## src/rtl/calc_pkg.sv

```systemverilog
// Shared calculator definitions.
// Purpose: button bit map, default timing constants and the per-button
//          state type, so the calculator top, the input conditioner and the
//          bench all agree on which bit is which button.
// Ports:   none (package).
package calc_pkg;

  localparam int unsigned N_BTN_DEF = 5;

  localparam int unsigned BTN_ONE    = 0;
  localparam int unsigned BTN_TWO    = 1;
  localparam int unsigned BTN_EQUALS = 2;
  localparam int unsigned BTN_CLEAR  = 3;
  localparam int unsigned BTN_OP     = 4;

  // 10 ms debounce, 500 ms first repeat, 100 ms repeat period at 50 MHz
  localparam int unsigned DEBOUNCE_CYCLES_DEF = 500000;
  localparam int unsigned REPEAT_DELAY_DEF    = 25000000;
  localparam int unsigned REPEAT_RATE_DEF     = 5000000;

  // Only the digit buttons auto-repeat by default
  localparam logic [4:0] REPEAT_MASK_DEF = 5'b00011;

  typedef enum logic [1:0] {
    ST_RELEASED = 2'd0,
    ST_HELD     = 2'd1,
    ST_REPEAT   = 2'd2
  } btn_state_t;

endpackage

```

## src/rtl/button_debounce.sv

```systemverilog
// Single push-button conditioner.
// Purpose: 2-flop synchroniser, debounce counter, press FSM with optional
//          auto-repeat for one raw button bit.
// Ports:
//   clk    in  1  system clock, rising edge
//   rst_n  in  1  asynchronous active-low reset, clears all state
//   raw    in  1  raw button pin, active-high, asynchronous to clk
//   level  out 1  debounced level, 1 = held
//   press  out 1  one-cycle strobe per accepted press and per auto-repeat
module button_debounce
  import calc_pkg::*;
#(
  parameter int unsigned DEBOUNCE_CYCLES = DEBOUNCE_CYCLES_DEF,
  parameter int unsigned REPEAT_DELAY    = REPEAT_DELAY_DEF,
  parameter int unsigned REPEAT_RATE     = REPEAT_RATE_DEF,
  parameter bit          REPEAT_EN       = 1'b0
) (
  input  logic clk,
  input  logic rst_n,
  input  logic raw,
  output logic level,
  output logic press
);

  localparam int unsigned DB_W     = $clog2(DEBOUNCE_CYCLES + 1);
  localparam int unsigned HOLD_MAX = (REPEAT_DELAY > REPEAT_RATE) ? REPEAT_DELAY : REPEAT_RATE;
  localparam int unsigned HOLD_W   = $clog2(HOLD_MAX + 1);

  function automatic logic [DB_W-1:0] db_inc(input logic [DB_W-1:0] v);
    return (v == '1) ? v : v + 1'b1;
  endfunction

  function automatic logic [HOLD_W-1:0] hold_inc(input logic [HOLD_W-1:0] v);
    return (v == '1) ? v : v + 1'b1;
  endfunction

  logic              sync_p0, sync_p1;
  logic [DB_W-1:0]   db_cnt, db_cnt_next;
  logic              level_next;
  logic              accept, rise, fall;
  btn_state_t        state, state_next;
  logic [HOLD_W-1:0] hold_cnt, hold_next;
  logic              press_next;

  // ---- stage p0/p1: synchroniser; debounce on the p1 value ----
  always_comb begin
    accept      = 1'b0;
    db_cnt_next = '0;
    level_next  = level;
    if (sync_p1 != level) begin
      // The window already holds DEBOUNCE_CYCLES differing cycles: take it
      if (db_cnt == DB_W'(DEBOUNCE_CYCLES)) begin
        accept     = 1'b1;
        level_next = sync_p1;
      end else begin
        db_cnt_next = db_inc(db_cnt);
      end
    end
  end

  assign rise = accept &  sync_p1;
  assign fall = accept & ~sync_p1;

  always_ff @(posedge clk or negedge rst_n) begin
    if (!rst_n) begin
      sync_p0 <= 1'b0;
      sync_p1 <= 1'b0;
      db_cnt  <= '0;
      level   <= 1'b0;
    end else begin
      sync_p0 <= raw;
      sync_p1 <= sync_p0;
      db_cnt  <= db_cnt_next;
      level   <= level_next;
    end
  end

  // ---- press FSM: reacts to the same edge that updates level ----
  always_comb begin
    state_next = state;
    hold_next  = hold_cnt;
    press_next = 1'b0;
    unique case (state)
      ST_RELEASED: begin
        hold_next = '0;
        if (rise) begin
          state_next = ST_HELD;
          press_next = 1'b1;
        end
      end
      ST_HELD: begin
        if (fall) begin
          state_next = ST_RELEASED;
          hold_next  = '0;
        end else if (REPEAT_EN && (hold_cnt == HOLD_W'(REPEAT_DELAY - 1))) begin
          state_next = ST_REPEAT;
          press_next = 1'b1;
          hold_next  = '0;
        end else begin
          hold_next = hold_inc(hold_cnt);
        end
      end
      ST_REPEAT: begin
        if (fall) begin
          state_next = ST_RELEASED;
          hold_next  = '0;
        end else if (hold_cnt == HOLD_W'(REPEAT_RATE - 1)) begin
          press_next = 1'b1;
          hold_next  = '0;
        end else begin
          hold_next = hold_inc(hold_cnt);
        end
      end
      default: begin
        state_next = ST_RELEASED;
        hold_next  = '0;
      end
    endcase
  end

  always_ff @(posedge clk or negedge rst_n) begin
    if (!rst_n) begin
      state    <= ST_RELEASED;
      hold_cnt <= '0;
      press    <= 1'b0;
    end else begin
      state    <= state_next;
      hold_cnt <= hold_next;
      press    <= press_next;
    end
  end

endmodule

```

## src/rtl/button_conditioner.sv

```systemverilog
// Calculator push-button input stage.
// Purpose: synchronise, debounce and strobe every raw button independently;
//          digit buttons may auto-repeat while held.
// Ports:
//   Clock        in  1      system clock, rising edge
//   Reset        in  1      asynchronous active-low reset, clears all state
//   BtnRaw       in  N_BTN  raw button pins, active-high, asynchronous
//   ButtonLevel  out N_BTN  debounced level per button, 1 = held
//   ButtonPress  out N_BTN  one-cycle strobe per accepted press / auto-repeat
module button_conditioner
  import calc_pkg::*;
#(
  parameter int unsigned      N_BTN           = N_BTN_DEF,
  parameter int unsigned      DEBOUNCE_CYCLES = DEBOUNCE_CYCLES_DEF,
  parameter int unsigned      REPEAT_DELAY    = REPEAT_DELAY_DEF,
  parameter int unsigned      REPEAT_RATE     = REPEAT_RATE_DEF,
  parameter logic [N_BTN-1:0] REPEAT_MASK     = N_BTN'(REPEAT_MASK_DEF)
) (
  input  logic             Clock,
  input  logic             Reset,
  input  logic [N_BTN-1:0] BtnRaw,
  output logic [N_BTN-1:0] ButtonLevel,
  output logic [N_BTN-1:0] ButtonPress
);

  for (genvar i = 0; i < N_BTN; i++) begin : g_btn
    button_debounce #(
      .DEBOUNCE_CYCLES (DEBOUNCE_CYCLES),
      .REPEAT_DELAY    (REPEAT_DELAY),
      .REPEAT_RATE     (REPEAT_RATE),
      .REPEAT_EN       (REPEAT_MASK[i])
    ) u_btn (
      .clk   (Clock),
      .rst_n (Reset),
      .raw   (BtnRaw[i]),
      .level (ButtonLevel[i]),
      .press (ButtonPress[i])
    );
  end

endmodule

```

## config.mk

```make
export PLATFORM = sky130hd
export DESIGN_NAME = button_conditioner
export DESIGN_NICKNAME = d
export VERILOG_FILES = /design/src/rtl/calc_pkg.sv /design/src/rtl/button_debounce.sv /design/src/rtl/button_conditioner.sv
export SDC_FILE = /design/constraint.sdc
export NUM_CORES = 1
export LEC_CHECK = 0
export CAP_MARGIN = 20
export CORE_MARGIN = 5
export CORE_UTILIZATION = 39
export CTS_CLUSTER_SIZE = 10
export DETAILED_ROUTE_END_ITERATION = 8
export RECOVER_POWER = 100
export SETUP_SLACK_MARGIN = 0.05
export SLEW_MARGIN = 20
export SYNTH_ARGS = -nofsm -noshare
export SYNTH_HDL_FRONTEND = slang
export SYNTH_HIERARCHICAL = 1
export SYNTH_SLANG_ARGS = --single-unit
```

## constraint.sdc

```tcl
create_clock -name Clock -period 6.1 [get_ports Clock]
set_input_delay 0.61 -clock Clock [delete_from_list [all_inputs] [get_ports Clock]]
set_output_delay 0.61 -clock Clock [all_outputs]
set_load 0.01 [all_outputs]
```

# Word-level counts from Yosys, hierarchy flattened
# Index checks and enable logic that the tools add are counted.
# word_totals
regBits	250
output_inout_bits	10
elab_cells	227
# classes
bitwise	15
muxes	95
add_sub_neg	10
n_reduce_logical	18
eq_ne	54
# ops
cell	count
2-to-1 mux 25 bit	22
2-to-1 mux 19 bit	15
one-hot mux 25 bit (2 select lines)	5
equality test 19 bit (second input constant)	10
equality test 25 bit (second input constant)	7
adder 25 x 1 -> 25 bit (second input constant)	5
equality test 25 x 23 -> 1 bit (second input constant)	5
adder 19 x 1 -> 19 bit (second input constant)	5
2-to-1 mux 1 bit	29
2-to-1 mux 2 bit	14
!= test 2 x 1 -> 1 bit (second input constant)	10
AND reduction 2 bit	8
!= test 3 bit (second input constant)	5
one-hot mux 2 bit (2 select lines)	3
one-hot mux 2 bit (3 select lines)	2
AND 1 bit	10
equality test 2 x 1 -> 1 bit (second input constant)	5
equality test 2 bit (second input constant)	5
logical NOT 2 bit	5
!= test 3 x 1 -> 1 bit (second input constant)	2
one-hot mux 1 bit (2 select lines)	3
one-hot mux 1 bit (3 select lines)	2
AND reduction 3 bit	2
OR reduction 2 bit	3
2 further kinds	10

# Depth between registers and ports, before layout
# Gate-level depths: netlist of the first run.
# logic_depth
ltp_word	6
depth_mapped	9

# Hierarchy
# The synthesis of the first run kept the hierarchy.
# modules_own_cells
mod	n_inst	cells_each	area_per_inst_um2
button_debounce (g_btn[1].u_btn)	1	322	2975.4
button_debounce (g_btn[0].u_btn)	1	316	2974.1
button_debounce (g_btn[2].u_btn ...)	2	145	1341.3
button_debounce (g_btn[4].u_btn)	1	143	1313.8

# Worst setup path after synthesis of the first run
# No wires, ideal clock.
# synth_path
path_type	register to register
startpoint	register g_btn[0].u_btn.hold_cnt[15]
endpoint	register g_btn[0].u_btn.hold_cnt[9]
required_time_ps	5981
n_path_buf	1
arrival_time_ps	2094
slack_ps	3886
path_stages_with_launch	7
cell_sequence	dfrtp_1 > or4b_1 > or3_1 > o31a_1 > o211ai_4 > buf_6 > nor2_2
# synth_via
elab_chain_len	5
word_cells_on_any_way	9
cone_classes	3 x eq/ne; 6 x mux
# synth_rtl
item	line	source
from (decl)	button_debounce.sv:42	logic [HOLD_W-1:0] hold_cnt, hold_next;
from (signal assigned)	button_debounce.sv:128	hold_cnt <= hold_next;
equality test 25 bit	button_debounce.sv:34	return (v == '1) ? v : v + 1'b1;
2-to-1 mux 25 bit	n/a	
2-to-1 mux 25 bit (on tied branches)	button_debounce.sv:107, button_debounce.sv:95	
2-to-1 mux 25 bit (on tied branches)	button_debounce.sv:104, button_debounce.sv:92	
one-hot mux 25 bit (2 select lines) (*)	button_debounce.sv:83	unique case (state)
via g_btn[0].u_btn.hold_next[9]	button_debounce.sv:42	
# Mark *: on every way through the listed nets, which the timed path passes. The rest lies on a longest branch.
# A chain may end at the register's enable or synchronous reset.

# Worst setup path after layout of the first run
# layout_path
startpoint	register g_btn[0].u_btn.hold_cnt[6]
endpoint	register g_btn[0].u_btn.hold_cnt[21]
# layout_via
elab_chain_len	5
word_cells_on_any_way	10
cone_classes	1 x add/sub; 3 x eq/ne; 6 x mux
# layout_rtl
item	line
adder 25 x 1 -> 25 bit / equality test 25 bit (equally long branches)	button_debounce.sv:34
2-to-1 mux 25 bit	button_debounce.sv:34
2-to-1 mux 25 bit (on tied branches)	button_debounce.sv:107, button_debounce.sv:95
2-to-1 mux 25 bit (on tied branches)	button_debounce.sv:104, button_debounce.sv:92
one-hot mux 25 bit (2 select lines) (*)	button_debounce.sv:83
via g_btn[0].u_btn.hold_next[21]	button_debounce.sv:42
# Marks and branches as above.

==> results of run 1 <==
-- cell usage in the layout, fill, tap and decap left out, types with 19 or more instances in the layout --
cell      Yosys  final
o31ai_1      21     21
nand2_1      81     81
a21oi_1      71     71
nor2_1       90     90
dfrtp_1     172    172
nor3_1       48     48
or4_1        22     23
xor2_1       27     27
or3_1        21     21
nor4_1       22     20
a211oi_1     19     19
nand3_1      61     61
nand4_1      42     42
o21ai_0      39     43
ha_1         20     20
xnor2_1      37     37
inv_1        38     38
-- cells in the mapped netlist (all sizes together), types with 10 or more instances --
master / n
clkbuf: 22
nor4b: 11
and4: 20
a21oi: 75
and3: 13
xnor2: 37
nand3: 64
or3: 27
nor2: 104
dfrtp: 172
a211oi: 19
mux2i: 10
nor4: 23
xor2: 27
nand2: 81
nand4: 44
inv: 38
or4: 28
buf: 18
ha: 20
o21ai: 44
nor3: 49
o31ai: 21
a31oi: 10
-- stage by stage --
| step | setup slack (ns) | utilization, % | instances | cell area (um^2) |
|---|---|---|---|---|
| floorplan | 3.89 | - | 1071 | 9950 |
| global placement | 3.09 | 41.1 | 1385 | 10300 |
| detailed placement | 3.09 | 41.1 | 1385 | 10300 |
| CTS | 3.07 | 43.4 | 1417 | 10900 |
| global route | 1.64 | 43.2 | 1417 | 10900 |
| finish | 2.04 | 43.2 | 1417 | 10900 |
-- power groups by stage --
stage	Sequential (mW)	Clock, mW	Combinational, mW
6_report	1.17	1.09	0.0674
5_1_grt	1.17	1.18	0.0812
4_1_cts	1.17	1.13	0.0727
3_5_place_dp	1.19	0	0.0722
3_3_place_gp	1.19	0	0.0713
2_1_floorplan	1.18	0	0.0377
-- cell families after synthesis --
family | count (synthesis) | synth area share (%)
fa+ha+maj | 20 | 2.52
mux | 13 | 1.38
xor+xnor | 64 | 5.64
compound gates | 222 | 14.7
buf+inv | 78 | 3.86
simple gates | 502 | 28.6
flops | 172 | 43.3
-- routing by layer --
metal,vias to the layer above,track usage [%],wire (um)
li1,4018,-,-
met1,3917,21.4,10600
met2,115,24.3,9670
met3,9,2.84,664
met4,0,4.13,162
met5,-,0,0
-- area by class of cell --
| type | count | area share (%) |
|---|---|---|
| Clock inverter | 12 | 1.25 |
| Clock buffer | 20 | 4.10 |
| Tap cell | 330 | 3.79 |
| Inverter | 38 | 1.31 |
| Sequential cell | 172 | 39.6 |
| Timing Repair Buffer | 24 | 1.91 |
| Multi-Input combinational cell | 821 | 48.1 |
-- path summary, 6_finish.rpt --
check                                           start                           to  slack (ns)  depth (start not counted)
hold / removal                 g_btn[0].u_btn/sync_p0       g_btn[0].u_btn/sync_p1        0.35                          0
hold reg to reg                g_btn[0].u_btn/sync_p0       g_btn[0].u_btn/sync_p1        0.35                          0
setup reg to reg           g_btn[0].u_btn/hold_cnt[6]  g_btn[0].u_btn/hold_cnt[21]        2.04                          5
max in group asynchronous                       Reset     g_btn[2].u_btn/db_cnt[4]        3.02                          2
setup / recovery           g_btn[0].u_btn/hold_cnt[6]  g_btn[0].u_btn/hold_cnt[21]        2.04                          5
min in group asynchronous                       Reset    g_btn[4].u_btn/db_cnt[13]        1.05                          1
-- sequential cells by signal, indices dropped and copies added (netlist names) --
name / flops
g_btn.u_btn/hold_cnt: 50
g_btn.u_btn/db_cnt: 95
g_btn.u_btn/sync_p1: 5
g_btn.u_btn/level: 5
g_btn.u_btn/sync_p0: 5
g_btn.u_btn/press: 5
g_btn.u_btn/state: 7
-- worst reg2reg max path: cells and delay by family, from the launching register on --
family / cells / cell delay, ns
and+or+nand+nor: 3 / 1.12
DFF: 1 / 0.43
AOI/OAI and AO/OA: 2 / 2.29
==> metrics, run 1 <==
Clock Path Buffers=2; Int Pwr=1.79 mW; die area=28,800 um^2; RSZ-0062 raised after global routing=false; chip width=170 um; Initial DRT Pass Iterations=5; CP Cell Sequence=or4b_1 > or3_1 > o31a_1 > o211ai_1 > nor2_1; IO Port Bufs=16; # fillers=2,456; clock transition at the registers of the reported paths=0.07 ns; period utilization=66.6%; Design Power=2.32 mW; Pwr Density=213 nW/um^2; critical path required time=6.30 ns; largest net degree at the start of global routing=110; CTS tree=built; Area contributors post-synth=dfrtp_1, a21oi_1, nor2_1; post-DP HPWL=14,100 um; vias in the first global route=7,625; syn nets=1,098; synthesized area=9950 um^2; Max Cap Viol=5; CP max-delay cell=o211ai_1; gpl congestion=0.871; clock skew=0.0101 ns; Starting Density=39.5%; Psw=534 uW; Die Ht=170 um; critical path type=reg2reg; failing checks=capacitance limit, slew limit; Synth Flop Type=dfrtp_1; Hold Vio Cnt, Final=0; Reg area=4300 um^2; Max FO, Critical Path=25; Mean Syn Cell Area=9.29 um^2; DR WL/cell=14.9 um; Final nets=1,101; Seq pwr share=50.2%; Post-synth EDFFs=0; Slew @ Worst Pin=2.78 ns; Clk pwr share=46.9%; DR vias=8,059; CTS Buf Count=17; CP bufs+invs=0; final setup violation count=0; Yosys top cell by area=dfrtp_1; Logic pwr share=2.9%; setup TNS=0 ns; Routed Wire Length=21,100 um; clk sinks=172; All-Layer GR Usage=15.2%; critical path startpoint category=flop; Switching Share=23.0%; post-route ant nets=0; Synth top area share=43.3%; register area share after synthesis=43.3%; CP delay by family, top=compound AO/OA/AOI/OAI gates; GRT overflow=0; DRC=0; yosys warns=6; I/O pins=17; Post-Syn Instances=1,071; post_cts resized=0; clk_lat worst skew=0.43 ns; max_slew headroom=-85.0%; Post-synth ARST share=100%; Lkg Pwr=3.98 nW; crit end category=flop; outcome=complete, but fails checks; first-pass GRT wire length=37,100 um; row count=58; #FFs+latches synth=172; Layout area overhead=9.41%; Placeable Area=25,200 um^2; layout cell share with drive strength beyond 1=9.38%; vias per inst=5.69; hold_buf cts=0; diodes inserted=0; Tmin final=4.06 ns; buffer count from post-CTS setup fixing=0; area of the multi-input gates=5230 um^2; worst hold-check path type=reg2reg; CTS HTree Levels=4; Root Driver=clkbuf_16; Distinct cells, synth=85; Slew Viols, Final=189; peak supply drop=0.149 mV; DRT iter0 DRCs=567; max incr delay on CP=1.98 ns; Max Freq=246 MHz; CP Data Arrival Time=4.26 ns; initial antenna violation count=0; WHS=0.350 ns
No activity file was read; power rests on OpenSTA's default activity.
==> run 2, diff against run 1 <==
==> constraint.sdc (replaced) <==
create_clock -name Clock -period 3.35 [get_ports Clock]
set_input_delay 0.335 -clock Clock [delete_from_list [all_inputs] [get_ports Clock]]
set_output_delay 0.335 -clock Clock [all_outputs]
set_load 0.01 [all_outputs]
==> metrics, run 2 (synthesis results as in run 1) <==
post_cts resized=0 (unchanged); Lkg Pwr=4.02 nW (+1.2%); CTS HTree Levels=4 (unchanged); Max Cap Viol=1 (-4); outcome=complete, but fails checks; period utilization=86.9% (+20 points); final setup violation count=0 (unchanged); CTS Buf Count=17 (unchanged); R2R cell count=8 (+3); clk sinks=172 (unchanged); CTS tree=built; Starting Density=39.5% (unchanged); first-pass GRT wire length=37,500 um (+1.2%); clock transition at the registers of the reported paths=0.06 ns (about the same); Reg2Reg Setup Slack=0.44 ns (-1.60 ns); peak supply drop=0.250 mV (+67%); CP Launch Point=g_btn[1].u_btn/db_cnt[0]; area of the multi-input gates=5200 um^2 (-0.62%); DR WL/cell=14.8 um (-0.70%); GRT overflow=0 (unchanged); Clock Path Buffers=2 (unchanged); clock skew=0.00627 ns (-0.00384 ns); buffer count from post-CTS setup fixing=0 (unchanged); critical path startpoint category=flop; layout cell share with drive strength beyond 1=8.80% (-0.58 points); Slew @ Worst Pin=2.53 ns (-0.241 ns); max FFs per register=95 (unchanged); max incr delay on CP=0.69 ns (-1.29 ns); Largest regs=g_btn.u_btn/db_cnt: 95 flops, g_btn.u_btn/hold_cnt: 50 flops, g_btn.u_btn/state: 7 flops; CP Data Arrival Time=3.20 ns (-1.06 ns); DRC=0 (unchanged); setup TNS=0 ns (unchanged); Max FO, Critical Path=16 (-36%); critical path required time=3.64 ns (-2.66 ns); Root Driver=clkbuf_16; CP bufs+invs=2 (+2); max_slew headroom=-69.0% (+16 points); CP max-delay cell=o221ai_1; commonest non-fill, non-tap cells in the layout=dfrtp_1, nor2_1, nand2_1; critical path type=reg2reg; clk_lat worst skew=0.42 ns (about the same); DR vias=8,067 (+0.099%); Finished Layout Cells=1,421 (+0.28%); Initial DRT Pass Iterations=5 (unchanged); All-Layer GR Usage=15.2% (about the same); worst hold-check path type=reg2reg; RSZ-0062 raised after global routing=false; R2R Path End=g_btn[1].u_btn/hold_cnt[15]; most common cell after layout, fill and taps aside=dfrtp_1; Routed Wire Length=21,000 um (-0.42%); Hold Vio Cnt, Final=0 (unchanged); crit end category=flop; Hold Crit Start=g_btn[1].u_btn/sync_p0; Max Freq=343 MHz (+39%); I/O pins=17 (unchanged); CP delay by family, top=simple AND/OR/NAND/NOR gates; DRT iter0 DRCs=597 (+5.3%); CP Cell Sequence=inv_1 > ha_1 > nor4b_1 > nand4_1 > or2_2 > o221ai_1 > clkbuf_2 > nor2_1; Slew Viols, Final=100 (-47%); Layout area overhead=10.3%; post-DP HPWL=14,300 um (+1.9%); largest net degree at the start of global routing=101 (-8.2%); CP Capture Point=g_btn[1].u_btn/hold_cnt[15]; Final nets=1,105 (+0.36%); Reg area=4300 um^2 (unchanged); hold_buf cts=0 (unchanged); # fillers=2,414 (-1.7%); CP Depth=8 (+3); vias per inst=5.68 (-0.18%); post-route ant nets=0 (unchanged); WHS=0.347 ns (-0.00329 ns); Die Ht=170 um (unchanged); R2R Path Start=g_btn[1].u_btn/db_cnt[0]; Tmin final=2.91 ns (-1.15 ns); dpl cells=1,389 (+0.29%); diodes inserted=0 (unchanged); chip width=170 um (unchanged); vias in the first global route=7,783 (+2.1%); IO Port Bufs=16 (unchanged); Pwr Density=409 nW/um^2 (+92%); post-layout util=43.6% (+0.36 points); Biggest register=g_btn.u_btn/db_cnt; row count=58 (unchanged); die area=28,800 um^2 (unchanged); initial antenna violation count=0 (unchanged); failing checks=capacitance limit, slew limit; Placeable Area=25,200 um^2 (unchanged); gpl congestion=0.823 (-5.4%)
[run 2: how the worst min path moves through the flow]
stage,end,depth (start not counted)
CTS,g_btn[4].u_btn/db_cnt[9],1
global placement,g_btn[1].u_btn/sync_p1,0
floorplan,g_btn[0].u_btn/db_cnt[0],0
global route,g_btn[4].u_btn/sync_p1,0
finish,g_btn[1].u_btn/sync_p1,0
detailed placement,g_btn[0].u_btn/sync_p1,0
[run 2: per-layer routing]
layer | part of all wire (%) | track usage [%]
met1 | 49 | 21.5
met2 | 46 | 24.3
met3 | 3.0 | 2.56
met4 | 1.2 | 4.06
met5 | 0 | 0
[run 2: area by class of cell]
type,count,share of cell area [%]
Tap cell,330,3.76
Clock buffer,18,3.91
Inverter,38,1.30
Timing Repair Buffer,28,2.23
Clock inverter,14,2.19
Multi-Input combinational cell,821,47.4
Sequential cell,172,39.2
[run 2: where the power goes]
| group | internal, mW | leakage [nW] | total, mW | switching (mW) |
|---|---|---|---|---|
| clock network | 1.40 | 0.321 | 2.24 | 0.832 |
| registers | 2.10 | 2.37 | 2.12 | 0.0248 |
| logic | 0.0360 | 1.33 | 0.126 | 0.0898 |
| total | 3.54 | 4.02 | 4.48 | 0.947 |
[run 2: through the flow]
stage	total power, mW	setup WS, ns	area (um^2)
after floorplan	2.22	1.14	9950
after global placement	2.29	0.865	10400
after detailed placement	2.30	0.779	10400
after CTS	4.57	0.777	11100
after global routing	4.67	0.227	11000
final	4.48	0.437	11000
==> run 3, diff against run 2 <==
==> constraint.sdc (replaced) <==
create_clock -name Clock -period 2.4 [get_ports Clock]
set_input_delay 0.24 -clock Clock [delete_from_list [all_inputs] [get_ports Clock]]
set_output_delay 0.24 -clock Clock [all_outputs]
set_load 0.01 [all_outputs]
==> metrics, run 3 (synthesis results as in run 1) <==
CTS Buf Count=17 (unchanged); die area=28,800 um^2 (unchanged); Tmin final=2.33 ns (-0.584 ns); clk sinks=172 (unchanged); Pwr Density=527 nW/um^2 (+29%); RSZ-0062 raised after global routing=true; clock transition at the registers of the reported paths=0.07 ns (about the same); critical path required time=2.70 ns (-0.94 ns); # fillers=2,431 (+0.70%); R2R Path Start=g_btn[0].u_btn/hold_cnt[6]; WHS=0.355 ns (+0.00779 ns); outcome=complete, but fails checks; post-layout util=45.1% (+1.5 points); layout cell share with drive strength beyond 1=13.2% (+4.4 points); Initial DRT Pass Iterations=5 (unchanged); Die Ht=170 um (unchanged); max incr delay on CP=0.56 ns (-0.13 ns); fin area=11,400 um^2 (+3.5%); hold endpoint=g_btn[2].u_btn/sync_p1; clock skew=0.0136 ns (+0.00736 ns); hold depth=0 (unchanged); Hold Vio Cnt, Final=0 (unchanged); CP bufs+invs=2 (unchanged); vias in the first global route=7,817 (+0.44%); Routed Wire Length=22,000 um (+4.7%); CP max-delay cell=or4b_4; DR WL/cell=15.0 um (+1.6%); period utilization=97.0% (+10 points); Hold Crit Start=g_btn[2].u_btn/sync_p0; Slew Viols, Final=69 (-31%); Max Cap Viol=1 (unchanged); row count=58 (unchanged); Layout area overhead=14.2%; clk_lat worst skew=0.43 ns (about the same); vias per inst=5.64 (-0.68%); All-Layer GR Usage=15.5% (+0.25 points); Reg2Reg Setup Slack=0.07 ns (-0.37 ns); max FFs per register=95 (unchanged); Max FO, Critical Path=6 (-10); diodes inserted=0 (unchanged); most common cell after layout, fill and taps aside=dfrtp_1; failing checks=capacitance limit, slew limit; chip width=170 um (unchanged); CP Cell Sequence=or4b_4 > or3_4 > o31a_1 > o211ai_4 > buf_12 > clkbuf_16 > a21oi_1; crit end category=flop; R2R Path End=g_btn[0].u_btn/hold_cnt[14]; gpl congestion=0.830 (+0.83%); I/O pins=17 (unchanged); Starting Density=39.5% (unchanged); Lkg Pwr=4.27 nW (+6.1%); setup TNS=0 ns (unchanged); first-pass GRT wire length=38,000 um (+1.2%); IO Port Bufs=16 (unchanged); post-route ant nets=0 (unchanged); Slew @ Worst Pin=1.62 ns (-0.912 ns); critical path type=reg2reg; largest net degree at the start of global routing=69 (-32%); Biggest register=g_btn.u_btn/db_cnt; Final nets=1,148 (+3.9%); max_slew headroom=-8.20% (+61 points); post-DP HPWL=14,900 um (+4.1%); initial antenna violation count=0 (unchanged); CTS HTree Levels=4 (unchanged); DR vias=8,255 (+2.3%); dpl cell area=10,600 um^2 (+2.5%); Design Power=5.99 mW (+33%); Clock Path Buffers=2 (unchanged); R2R cell count=7 (-1); Root Driver=clkbuf_16; Placeable Area=25,200 um^2 (unchanged); final setup violation count=0 (unchanged); worst hold-check path type=reg2reg; CP delay by family, top=simple AND/OR/NAND/NOR gates; Largest regs=g_btn.u_btn/db_cnt: 95 flops, g_btn.u_btn/hold_cnt: 50 flops, g_btn.u_btn/state: 7 flops; GRT overflow=0 (unchanged); CTS tree=built; CP Data Arrival Time=2.63 ns (-0.57 ns); critical path startpoint category=flop; DRC=0 (unchanged); peak supply drop=0.412 mV (+65%); DRT iter0 DRCs=565 (-5.4%); commonest non-fill, non-tap cells in the layout=dfrtp_1, nor2_1, nand2_1; Max Freq=429 MHz (+25%)
-- run 3: cell count changes in the layout (fill, tap and decap cells not counted), moves of 4 or more --
cell       change
nor2_2         -5
buf_4         +31
nor2_1         +5
bufinv_16      -4
-- run 3: power breakdown --
part / total (mW) / switching (mW) / internal (mW)
logic: 0.182 / 0.126 / 0.0553
registers: 2.96 / 0.0357 / 2.93
clock network: 2.84 / 1.22 / 1.62
-- run 3: area by class of cell --
class	instances	area, um^2	share of cell area (%)
clock inverter	13	156	1.38
timing repair buffer	71	618	5.44
sequential	172	4310	37.9
tap	330	413	3.64
clock buffer	19	453	3.99
multi-input combinational	821	5260	46.4
inverter	38	143	1.26
-- run 3: metrics by stage --
step	worst slack (ns)	instances
3_5_place_dp	0.0990	1420
6_report	0.0717	1464
5_1_grt	0.0207	1464
2_1_floorplan	0.186	1071
4_1_cts	0.0856	1453
3_3_place_gp	0.114	1420
-- run 3: repair_timing --
item                       4_1_cts  5_1_grt
hold buffers                     1        0
hold endpoints to repair        65        0
setup buffers                    0        8
setup endpoints to repair        0       37
resized for setup                0       16
-- run 3: how the worst max path moves through the flow --
stage	startpoint	end	slack, ns	depth (start not counted)
2_1_floorplan	g_btn[0].u_btn/hold_cnt[15]	g_btn[0].u_btn/hold_cnt[9]	0.19	6
3_3_place_gp	g_btn[0].u_btn/hold_cnt[0]	g_btn[0].u_btn/state[0]	0.11	7
3_5_place_dp	g_btn[0].u_btn/db_cnt[0]	g_btn[0].u_btn/hold_cnt[17]	0.1	8
4_1_cts	g_btn[0].u_btn/db_cnt[0]	g_btn[0].u_btn/hold_cnt[10]	0.09	8
5_1_grt	g_btn[1].u_btn/db_cnt[0]	g_btn[1].u_btn/state[0]	0.02	7
6_report	g_btn[0].u_btn/hold_cnt[6]	g_btn[0].u_btn/hold_cnt[14]	0.07	7
-- run 3: routing by layer --
metal / global-route usage, % / vias up / wire [um]
met4: 4.20 / 0 / 250
met5: 0 / - / 0
met2: 24.4 / 139 / 10100
li1: - / 4110 / -
met3: 2.19 / 21 / 733
met1: 22.3 / 3985 / 10800
